===== config.mk =====
export PLATFORM = sky130hd
export DESIGN_NAME = daq_frame_builder_flat
export DESIGN_NICKNAME = d
export VERILOG_FILES = /design/src/rtl/daq_pkg.sv /design/src/rtl/daq_frame_builder_if.sv /design/src/rtl/l1a_num_fifo.sv /design/src/rtl/daq_frame_builder.sv /design/src/flat_wrapper.sv
export SDC_FILE = /design/constraint.sdc
export NUM_CORES = 1
export LEC_CHECK = 0
export BUFFER_PORTS_ARGS = -buffer_cell sky130_fd_sc_hd__buf_2
export CELL_PAD_IN_SITES_DETAIL_PLACEMENT = 1
export CELL_PAD_IN_SITES_GLOBAL_PLACEMENT = 1
export CORE_MARGIN = 2
export CORE_UTILIZATION = 50
export CTS_BUF_LIST = sky130_fd_sc_hd__clkbuf_8 sky130_fd_sc_hd__clkbuf_16
export DETAILED_ROUTE_END_ITERATION = 12
export GPL_ROUTABILITY_DRIVEN = 0
export GPL_TIMING_DRIVEN = 0
export PLACE_DENSITY_LB_ADDON = 0.1
export SLEW_MARGIN = 0
export SYNTH_ARGS = -nofsm -noshare
export SYNTH_HDL_FRONTEND = slang
export SYNTH_SLANG_ARGS = --single-unit

===== constraint.sdc =====
create_clock -name CLK -period 6.5 [get_ports CLK]
set_input_delay 0.325 -clock CLK [delete_from_list [all_inputs] [get_ports CLK]]
set_output_delay 0.325 -clock CLK [all_outputs]
set_load 0.01 [all_outputs]

===== src/rtl/daq_pkg.sv =====
// Shared trailer markers and sequencer state encoding
// for the DAQ frame builder.
package daq_pkg;

  localparam logic [3:0]  TRL_L1A_MK = 4'hA;
  localparam logic [3:0]  TRL_SMP_MK = 4'hB;
  localparam logic [15:0] TRL_END    = 16'h7FFF;
  localparam logic [15:0] TRL_NXT    = 16'h7FFE;

  typedef enum logic [1:0] {
    ST_IDLE,
    ST_DATA,
    ST_TRL,
    ST_GAP
  } state_e;

endpackage


===== src/rtl/daq_frame_builder_if.sv =====
// Frame builder bus: L1A input, sample FIFO side
// and channel-link output side.
interface daq_frame_builder_if;

  logic        L1A_MATCH_IN;
  logic [11:0] L1A_NUM;
  logic        SMP_EMPTY;
  logic [15:0] SMP_DATA;
  logic        SMP_RD;
  logic [15:0] FRAME_DATA;
  logic        DVALID;
  logic        LAST_WRD;
  logic        L1A_MATCH;
  logic        OVLP_MUX;
  logic        MLT_OVLP;
  logic        Q_OVF;

  modport master (
    output L1A_MATCH_IN, L1A_NUM,
    output SMP_EMPTY, SMP_DATA,
    input  SMP_RD, FRAME_DATA, DVALID,
    input  LAST_WRD, L1A_MATCH,
    input  OVLP_MUX, MLT_OVLP, Q_OVF
  );

  modport slave (
    input  L1A_MATCH_IN, L1A_NUM,
    input  SMP_EMPTY, SMP_DATA,
    output SMP_RD, FRAME_DATA, DVALID,
    output LAST_WRD, L1A_MATCH,
    output OVLP_MUX, MLT_OVLP, Q_OVF
  );

endinterface


===== src/rtl/l1a_num_fifo.sv =====
// Synchronous QDEPTH x 12 queue of pending L1A numbers.
// Pushes while full are ignored; the caller flags them.
module l1a_num_fifo #(
  parameter  int QDEPTH = 4,
  localparam int CW = $clog2(QDEPTH + 1)
) (
  input  logic          clk,
  input  logic          rst,
  input  logic          i_push,
  input  logic [11:0]   i_din,
  input  logic          i_pop,
  output logic [11:0]   o_dout,
  output logic          o_empty,
  output logic          o_full,
  output logic [CW-1:0] o_cnt
);

  localparam int AW = (QDEPTH > 1) ? $clog2(QDEPTH) : 1;

  logic [11:0]   r_mem [QDEPTH];
  logic [AW-1:0] r_wp;
  logic [AW-1:0] r_rp;
  logic [CW-1:0] r_cnt;
  logic          w_push;
  logic          w_pop;

  assign o_empty = (r_cnt == '0);
  assign o_full  = (r_cnt == CW'(QDEPTH));
  assign o_cnt   = r_cnt;
  assign o_dout  = r_mem[r_rp];
  assign w_push  = i_push && !o_full;
  assign w_pop   = i_pop && !o_empty;

  always_ff @(posedge clk) begin
    if (w_push) r_mem[r_wp] <= i_din;
  end

  always_ff @(posedge clk) begin
    if (rst) begin
      r_wp  <= '0;
      r_rp  <= '0;
      r_cnt <= '0;
    end else begin
      if (w_push) r_wp <= r_wp + 1'b1;
      if (w_pop)  r_rp <= r_rp + 1'b1;
      r_cnt <= r_cnt + CW'(w_push) - CW'(w_pop);
    end
  end

endmodule


===== src/rtl/daq_frame_builder.sv =====
// Readout sequencer: per queued L1A, NSAMP blocks of
// NWORDS ADC words, each followed by 4 trailer words.
module daq_frame_builder
  import daq_pkg::*;
#(
  parameter int NSAMP  = 8,
  parameter int NWORDS = 96,
  parameter int QDEPTH = 4
) (
  input logic CLK,
  input logic RST,
  daq_frame_builder_if.slave bus
);

  localparam int CW = $clog2(QDEPTH + 1);
  localparam logic [6:0]    W_LAST = 7'(NWORDS - 1);
  localparam logic [2:0]    S_LAST = 3'(NSAMP - 1);
  localparam logic [CW-1:0] OCC2   = CW'(2);

  state_e        r_state;
  logic [6:0]    r_word_cnt;
  logic [2:0]    r_smp_idx;
  logic [1:0]    r_trl_cnt;
  logic [11:0]   r_cur_l1a;
  logic [15:0]   r_xor;
  logic          r_s1_adc;
  logic          r_s1_trl;
  logic          r_s1_t0;
  logic          r_s1_last;
  logic [15:0]   r_s1_word;
  logic [15:0]   r_data;
  logic          r_dvalid;
  logic          r_last;
  logic          r_l1a_match;
  logic          r_ovlp;
  logic          r_mlt;
  logic          r_qovf;

  logic          w_empty;
  logic          w_full;
  logic [CW-1:0] w_cnt;
  logic [11:0]   w_head;
  logic          w_pop;
  logic          w_rd;
  logic          w_push_ok;
  logic          w_last_smp;
  logic          w_blk_end;
  logic          w_xor_clr;

  assign w_pop      = (r_state == ST_IDLE) && !w_empty;
  assign w_rd       = (r_state == ST_DATA) && !bus.SMP_EMPTY;
  assign w_push_ok  = bus.L1A_MATCH_IN && !w_full;
  assign w_last_smp = (r_smp_idx == S_LAST);
  assign w_blk_end  = (r_state == ST_TRL) && (r_trl_cnt == 2'd3);
  assign w_xor_clr  = w_pop || (w_blk_end && !w_last_smp);

  l1a_num_fifo #(.QDEPTH(QDEPTH)) u_l1a_q (
    .clk     (CLK),
    .rst     (RST),
    .i_push  (bus.L1A_MATCH_IN),
    .i_din   (bus.L1A_NUM),
    .i_pop   (w_pop),
    .o_dout  (w_head),
    .o_empty (w_empty),
    .o_full  (w_full),
    .o_cnt   (w_cnt)
  );

  // Trailer words ride a one-cycle stage so they line up
  // behind ADC words, which wait a cycle for SMP_DATA.
  always_ff @(posedge CLK) begin
    if (RST) begin
      r_state    <= ST_IDLE;
      r_word_cnt <= '0;
      r_smp_idx  <= '0;
      r_trl_cnt  <= '0;
      r_cur_l1a  <= '0;
      r_ovlp     <= 1'b0;
      r_s1_adc   <= 1'b0;
      r_s1_trl   <= 1'b0;
      r_s1_t0    <= 1'b0;
      r_s1_last  <= 1'b0;
      r_s1_word  <= '0;
    end else begin
      r_s1_adc  <= w_rd;
      r_s1_trl  <= 1'b0;
      r_s1_t0   <= 1'b0;
      r_s1_last <= 1'b0;
      unique case (r_state)
        ST_IDLE: begin
          if (!w_empty) begin
            r_cur_l1a  <= w_head;
            r_ovlp     <= (w_cnt >= OCC2) || w_push_ok;
            r_smp_idx  <= '0;
            r_word_cnt <= '0;
            r_state    <= ST_DATA;
          end
        end
        ST_DATA: begin
          if (w_rd) begin
            if (r_word_cnt == W_LAST) begin
              r_trl_cnt <= '0;
              r_state   <= ST_TRL;
            end else begin
              r_word_cnt <= r_word_cnt + 7'd1;
            end
          end
        end
        ST_TRL: begin
          r_s1_trl  <= 1'b1;
          r_s1_t0   <= (r_trl_cnt == 2'd0);
          r_s1_last <= w_blk_end && w_last_smp;
          r_trl_cnt <= r_trl_cnt + 2'd1;
          unique case (1'b1)
            r_trl_cnt == 2'd1:
              r_s1_word <= {TRL_L1A_MK, r_cur_l1a};
            r_trl_cnt == 2'd2:
              r_s1_word <= {TRL_SMP_MK, 9'b0, r_smp_idx};
            r_trl_cnt == 2'd3:
              r_s1_word <= w_last_smp ? TRL_END : TRL_NXT;
            default:
              r_s1_word <= '0;
          endcase
          if (w_blk_end) begin
            if (w_last_smp) begin
              r_state <= ST_GAP;
            end else begin
              r_smp_idx  <= r_smp_idx + 3'd1;
              r_word_cnt <= '0;
              r_state    <= ST_DATA;
            end
          end
        end
        ST_GAP: begin
          r_ovlp  <= 1'b0;
          r_state <= ST_IDLE;
        end
        default: r_state <= ST_IDLE;
      endcase
    end
  end

  always_ff @(posedge CLK) begin
    if (RST) begin
      r_data      <= '0;
      r_dvalid    <= 1'b0;
      r_last      <= 1'b0;
      r_xor       <= '0;
      r_l1a_match <= 1'b0;
      r_mlt       <= 1'b0;
      r_qovf      <= 1'b0;
    end else begin
      r_l1a_match <= bus.L1A_MATCH_IN;
      r_mlt <= (r_state != ST_IDLE) && (w_cnt >= OCC2);
      if (bus.L1A_MATCH_IN && w_full) r_qovf <= 1'b1;
      if (w_xor_clr) r_xor <= '0;
      else if (r_s1_adc) r_xor <= r_xor ^ bus.SMP_DATA;
      if (r_s1_adc) begin
        r_data   <= bus.SMP_DATA;
        r_dvalid <= 1'b1;
        r_last   <= 1'b0;
      end else if (r_s1_trl) begin
        r_data   <= r_s1_t0 ? r_xor : r_s1_word;
        r_dvalid <= 1'b1;
        r_last   <= r_s1_last;
      end else begin
        r_dvalid <= 1'b0;
        r_last   <= 1'b0;
      end
    end
  end

  assign bus.SMP_RD     = w_rd;
  assign bus.FRAME_DATA = r_data;
  assign bus.DVALID     = r_dvalid;
  assign bus.LAST_WRD   = r_last;
  assign bus.L1A_MATCH  = r_l1a_match;
  assign bus.OVLP_MUX   = r_ovlp;
  assign bus.MLT_OVLP   = r_mlt;
  assign bus.Q_OVF      = r_qovf;

endmodule

===== src/flat_wrapper.sv =====
// flat-port wrapper written by rule: the top's interface ports become plain ports
module daq_frame_builder_flat import daq_pkg::*;
#(
  parameter int NSAMP  = 8,
  parameter int NWORDS = 96,
  parameter int QDEPTH = 4
)
  (CLK, RST, bus_L1A_MATCH_IN, bus_L1A_NUM, bus_SMP_EMPTY, bus_SMP_DATA, bus_SMP_RD, bus_FRAME_DATA, bus_DVALID, bus_LAST_WRD, bus_L1A_MATCH, bus_OVLP_MUX, bus_MLT_OVLP, bus_Q_OVF);
  daq_frame_builder_if bus_i ();
  input logic CLK;
  input logic RST;
  input wire logic [$bits(bus_i.L1A_MATCH_IN)-1:0] bus_L1A_MATCH_IN;
  input wire logic [$bits(bus_i.L1A_NUM)-1:0] bus_L1A_NUM;
  input wire logic [$bits(bus_i.SMP_EMPTY)-1:0] bus_SMP_EMPTY;
  input wire logic [$bits(bus_i.SMP_DATA)-1:0] bus_SMP_DATA;
  output wire logic [$bits(bus_i.SMP_RD)-1:0] bus_SMP_RD;
  output wire logic [$bits(bus_i.FRAME_DATA)-1:0] bus_FRAME_DATA;
  output wire logic [$bits(bus_i.DVALID)-1:0] bus_DVALID;
  output wire logic [$bits(bus_i.LAST_WRD)-1:0] bus_LAST_WRD;
  output wire logic [$bits(bus_i.L1A_MATCH)-1:0] bus_L1A_MATCH;
  output wire logic [$bits(bus_i.OVLP_MUX)-1:0] bus_OVLP_MUX;
  output wire logic [$bits(bus_i.MLT_OVLP)-1:0] bus_MLT_OVLP;
  output wire logic [$bits(bus_i.Q_OVF)-1:0] bus_Q_OVF;
  assign bus_i.L1A_MATCH_IN = bus_L1A_MATCH_IN;
  assign bus_i.L1A_NUM = bus_L1A_NUM;
  assign bus_i.SMP_EMPTY = bus_SMP_EMPTY;
  assign bus_i.SMP_DATA = bus_SMP_DATA;
  assign bus_SMP_RD = bus_i.SMP_RD;
  assign bus_FRAME_DATA = bus_i.FRAME_DATA;
  assign bus_DVALID = bus_i.DVALID;
  assign bus_LAST_WRD = bus_i.LAST_WRD;
  assign bus_L1A_MATCH = bus_i.L1A_MATCH;
  assign bus_OVLP_MUX = bus_i.OVLP_MUX;
  assign bus_MLT_OVLP = bus_i.MLT_OVLP;
  assign bus_Q_OVF = bus_i.Q_OVF;
  daq_frame_builder #(.NSAMP(NSAMP), .NWORDS(NWORDS), .QDEPTH(QDEPTH)) u_core (.CLK(CLK), .RST(RST), .bus(bus_i));
endmodule

==> summary.md <==
| Metric | Value |
|---|---|
| Synthesized flop and latch total | 139 |
| Hold Crit Start | bus_L1A_NUM[3] |
| Num CTS Buffers | 17 |
| Critical path class | flop to flop |
| Multi-input gate area | 2220 sq um |
| Post-layout nets | 635 |
| Grt met3 use | 6.59% |
| Buffers on Ports | 54 |
| Area grow syn2layout | 17.6% |
| Largest family of logic cells by synthesized area | simple AND/OR/NAND/NOR gates |
| Period utilisation layout | 38.1% |
| Ys Warns | 0 |
| Antenna cell count | 0 |
| Die height | 111 um |
| Unrepaired setup endpoints after global routing | false |
| Min-delay worst type | primary input to flop |
| Final TNS setup | 0 ns |
| GRT overflow | 0 |
| Pins Over Slew Limit | 0 |
| Initial DRC Count | 158 |
| Detail Placement HPWL | 9.61 mm |
| Clock Sinks | 139 |
| Multiplexer area fraction after synthesis | 7.75% |
| H-tree level count | 4 |
| Crit path top cell by count | ha_1 |
| Core Box Area | 11000 sq um |
| Placed Instances | 708 |
| Vias in the first global route | 4511 |
| Fmax | 0.404 GHz |
| Worst slew pin tran | 0.681 ns |
| Final setup viols | 0 |
| Die Area | 12200 sq um |
| Min Tclk post-route | 2.48 ns |
| # resized after CTS | 0 |
| Crit path to | u_core.u_l1a_q.o_cnt[2] |
| Residual DRC | 0 |
| Sequential Area | 3260 sq um |
| Synth Area in Compound Gates | 11.1% |
| Syn avg cell area | 11.1 sq um |
| Skew final | 0.0106 ns |
| Simple-gate share of the synthesized area | 13.6% |
| Worst Path Arrival | 2.76 ns |
| Cell family with most CP delay | adder cells |
| Clock-pin slew on the worst setup and hold paths | 0.06 ns |
| Initial Util | 51.7% |
| Post-Synth Adder-Cell Area | 3.66% |
| Largest net degree at the start of global routing | 17 |
| Routed Antenna Nets | 0 |
| Pwr/cell area | 364 nW/um^2 |
| Crit-path cells | or3_4 > nand2_4 > inv_2 > buf_2 > ha_1 > inv_1 > ha_1 > fa_1 > xor2_1 > nor2_1 |
| Clk Latency, worst-skew pair | 0.42 ns |
| Initial antenna violation count | 0 |
| Via-to-Cell Ratio | 5.45 |
| Num rows | 38 |
| Met1 GRT Util | 27.7% |
| Reg-to-reg slack, setup | 4.02 ns |
| Net Count, Synth | 562 |
| Worst reg2reg path depth | 10 |
| Leakage power | 2.42 nW |
| CP Buf/Inv Count | 3 |
| Clock Path Buffers | 2 |
| Setup slack at placement | 4.02 ns |
| # hold bufs at CTS | 0 |
| CP Max Fanout | 10 |
| Worst setup path startpoint | u_core.u_l1a_q.o_cnt[2] |
| Worst Slack Setup Final | 4.02 ns |
| Root buffer cell | clkbuf_16 |
| Die width | 111 um |
| CTS tree | built |
| Max-cap violations | 0 |
| Mapped Area | 5680 sq um |
| I/O pin count | 55 |
| Share of the core filled with cells | 60.8% |
| Synth cell types | 53 |
| Post-synth ARST share | 0% |
| Most used DFF post-synth | dfxtp_1 |
| Status | completed |
| Critical Path RT | 6.78 ns |
| Number of synthesized flops with an enable pin | 48 |
| First-pass detailed-route iteration total | 4 |
| Total track usage | 23.5% |
| Slew headroom | 54.6% |
| XOR/XNOR share of the synthesized area | 3.08% |
| Via count | 4036 |
| Final Hold Viols | 0 |
| Crit path largest cell delay | 0.44 ns |
| Fillers | 1176 |
| RR Endpoint | u_core.u_l1a_q.o_cnt[2] |
| Post-synthesis sequential area ratio | 57.4% |
| # Post-CTS Setup Buffers | 0 |
| Maximum VDD drop | 0.287 mV |
| Routed WL per cell | 18.5 um |
| Post-Layout Cell Count | 740 |
| Total Wirelength | 13.7 mm |
| Worst path depth | 10 |
| Startpoint types | flop |
| Cells after Synth | 514 |
| Fraction of layout cells with a size suffix above 1 | 19.0% |
| Critical path endpoint category | flop |
| Gr busiest metal | met2 |
| Met2 usage | 41.5% |
| Critical R2R Launch | u_core.u_l1a_q.o_cnt[2] |
| First-pass GRT wire length | 22.7 mm |
| Worst path slowest cell | or3_4 |
cell families (layout without fill, tap and decap cells):
family / Yosys count / count (layout)
AOI/OAI and AO/OA: 99 / 99
xor gates and xnor gates: 20 / 20
adders and majority gates: 16 / 16
buffers and inverters: 44 / 130
DFF: 139 / 139
muxes: 29 / 29
and+or+nand+nor: 167 / 167
synth_stat cells, types with 11 or more instances:
master     n  share of area, %
dfxtp_1   91                32
nor2_1    64               4.2
a21oi_1   59               5.2
nand2_1   53               3.5
edfxtp_1  48                25
clkbuf_1  19               1.3
xor2_1    18               2.8
mux2i_1   17               3.0
a211o_1   16               2.5
ha_1      15               3.3
mux4_2    12               4.8
nor3_1    11              0.97
worst min-delay path by stage:
stage                            endpoint  slack, ns  cells after the start
2_1_floorplan  u_core.u_l1a_q.r_mem[0][0]       0.42                      0
3_3_place_gp          u_core.r_cur_l1a[7]       0.45                      2
3_5_place_dp          u_core.r_cur_l1a[3]       0.45                      2
4_1_cts        u_core.u_l1a_q.r_mem[0][3]       0.10                      1
5_1_grt        u_core.u_l1a_q.r_mem[0][3]       0.11                      1
6_report       u_core.u_l1a_q.r_mem[0][3]       0.11                      1
power by group:
group	leakage, nW	switching, mW	internal [mW]
clock	0.257	0.375	0.523
combinational	0.990	0.278	0.194
sequential	1.18	0.0573	1.00
sequential cells by signal, summed over array words and instances (netlist names), 2 cells and up:
| register | flops |
|---|---|
| u_core.r_smp_idx | 3 |
| u_core.r_cur_l1a | 12 |
| u_core.u_l1a_q.o_cnt | 3 |
| u_core.r_state | 2 |
| u_core.u_l1a_q.r_rp | 2 |
| u_core.u_l1a_q.r_wp | 2 |
| u_core.bus.FRAME_DATA | 16 |
| u_core.u_l1a_q.r_mem | 48 |
| u_core.r_xor | 16 |
| u_core.r_s1_word | 16 |
| u_core.r_trl_cnt | 2 |
| u_core.r_word_cnt | 7 |
cells in the final DEF, fill, tap and decap left out, drive strengths merged, types with 7 or more instances in the layout:
master	synthesis	routed
a211o	16	16
buf	13	67
clkinv	0	7
xor2	18	18
clkbuf	19	36
mux2i	17	17
nor3	11	11
nand2	54	54
ha	15	15
nor2	64	64
dfxtp	91	91
mux4	12	12
inv	12	14
a21oi	60	60
nand3	10	10
edfxtp	48	48
per-stage QoR:
step	power, mW	instance area (sq um)	hold slack, ns
2_1_floorplan	1.40	5680	0.424
3_3_place_gp	1.52	6130	0.452
3_5_place_dp	1.55	6130	0.455
4_1_cts	2.45	6680	0.100
5_1_grt	2.55	6680	0.108
6_report	2.43	6680	0.114
metal layers:
metal,vias to the layer above,wire length [um]
met2,74,7120
met3,19,457
met5,-,0
met1,1972,5910
li1,1971,-
met4,0,200
final cells by class:
class / instances / share of cell area (%)
plain buffers: 32 / 2.17
clock buffers: 17 / 6.37
clock inverters: 15 / 1.89
inverters: 12 / 0.712
multi-input cells: 331 / 33.3
flip-flops and latches: 139 / 48.9
well taps: 140 / 2.62
repair buffers: 54 / 4.05
(Power assumes the default switching activity.)
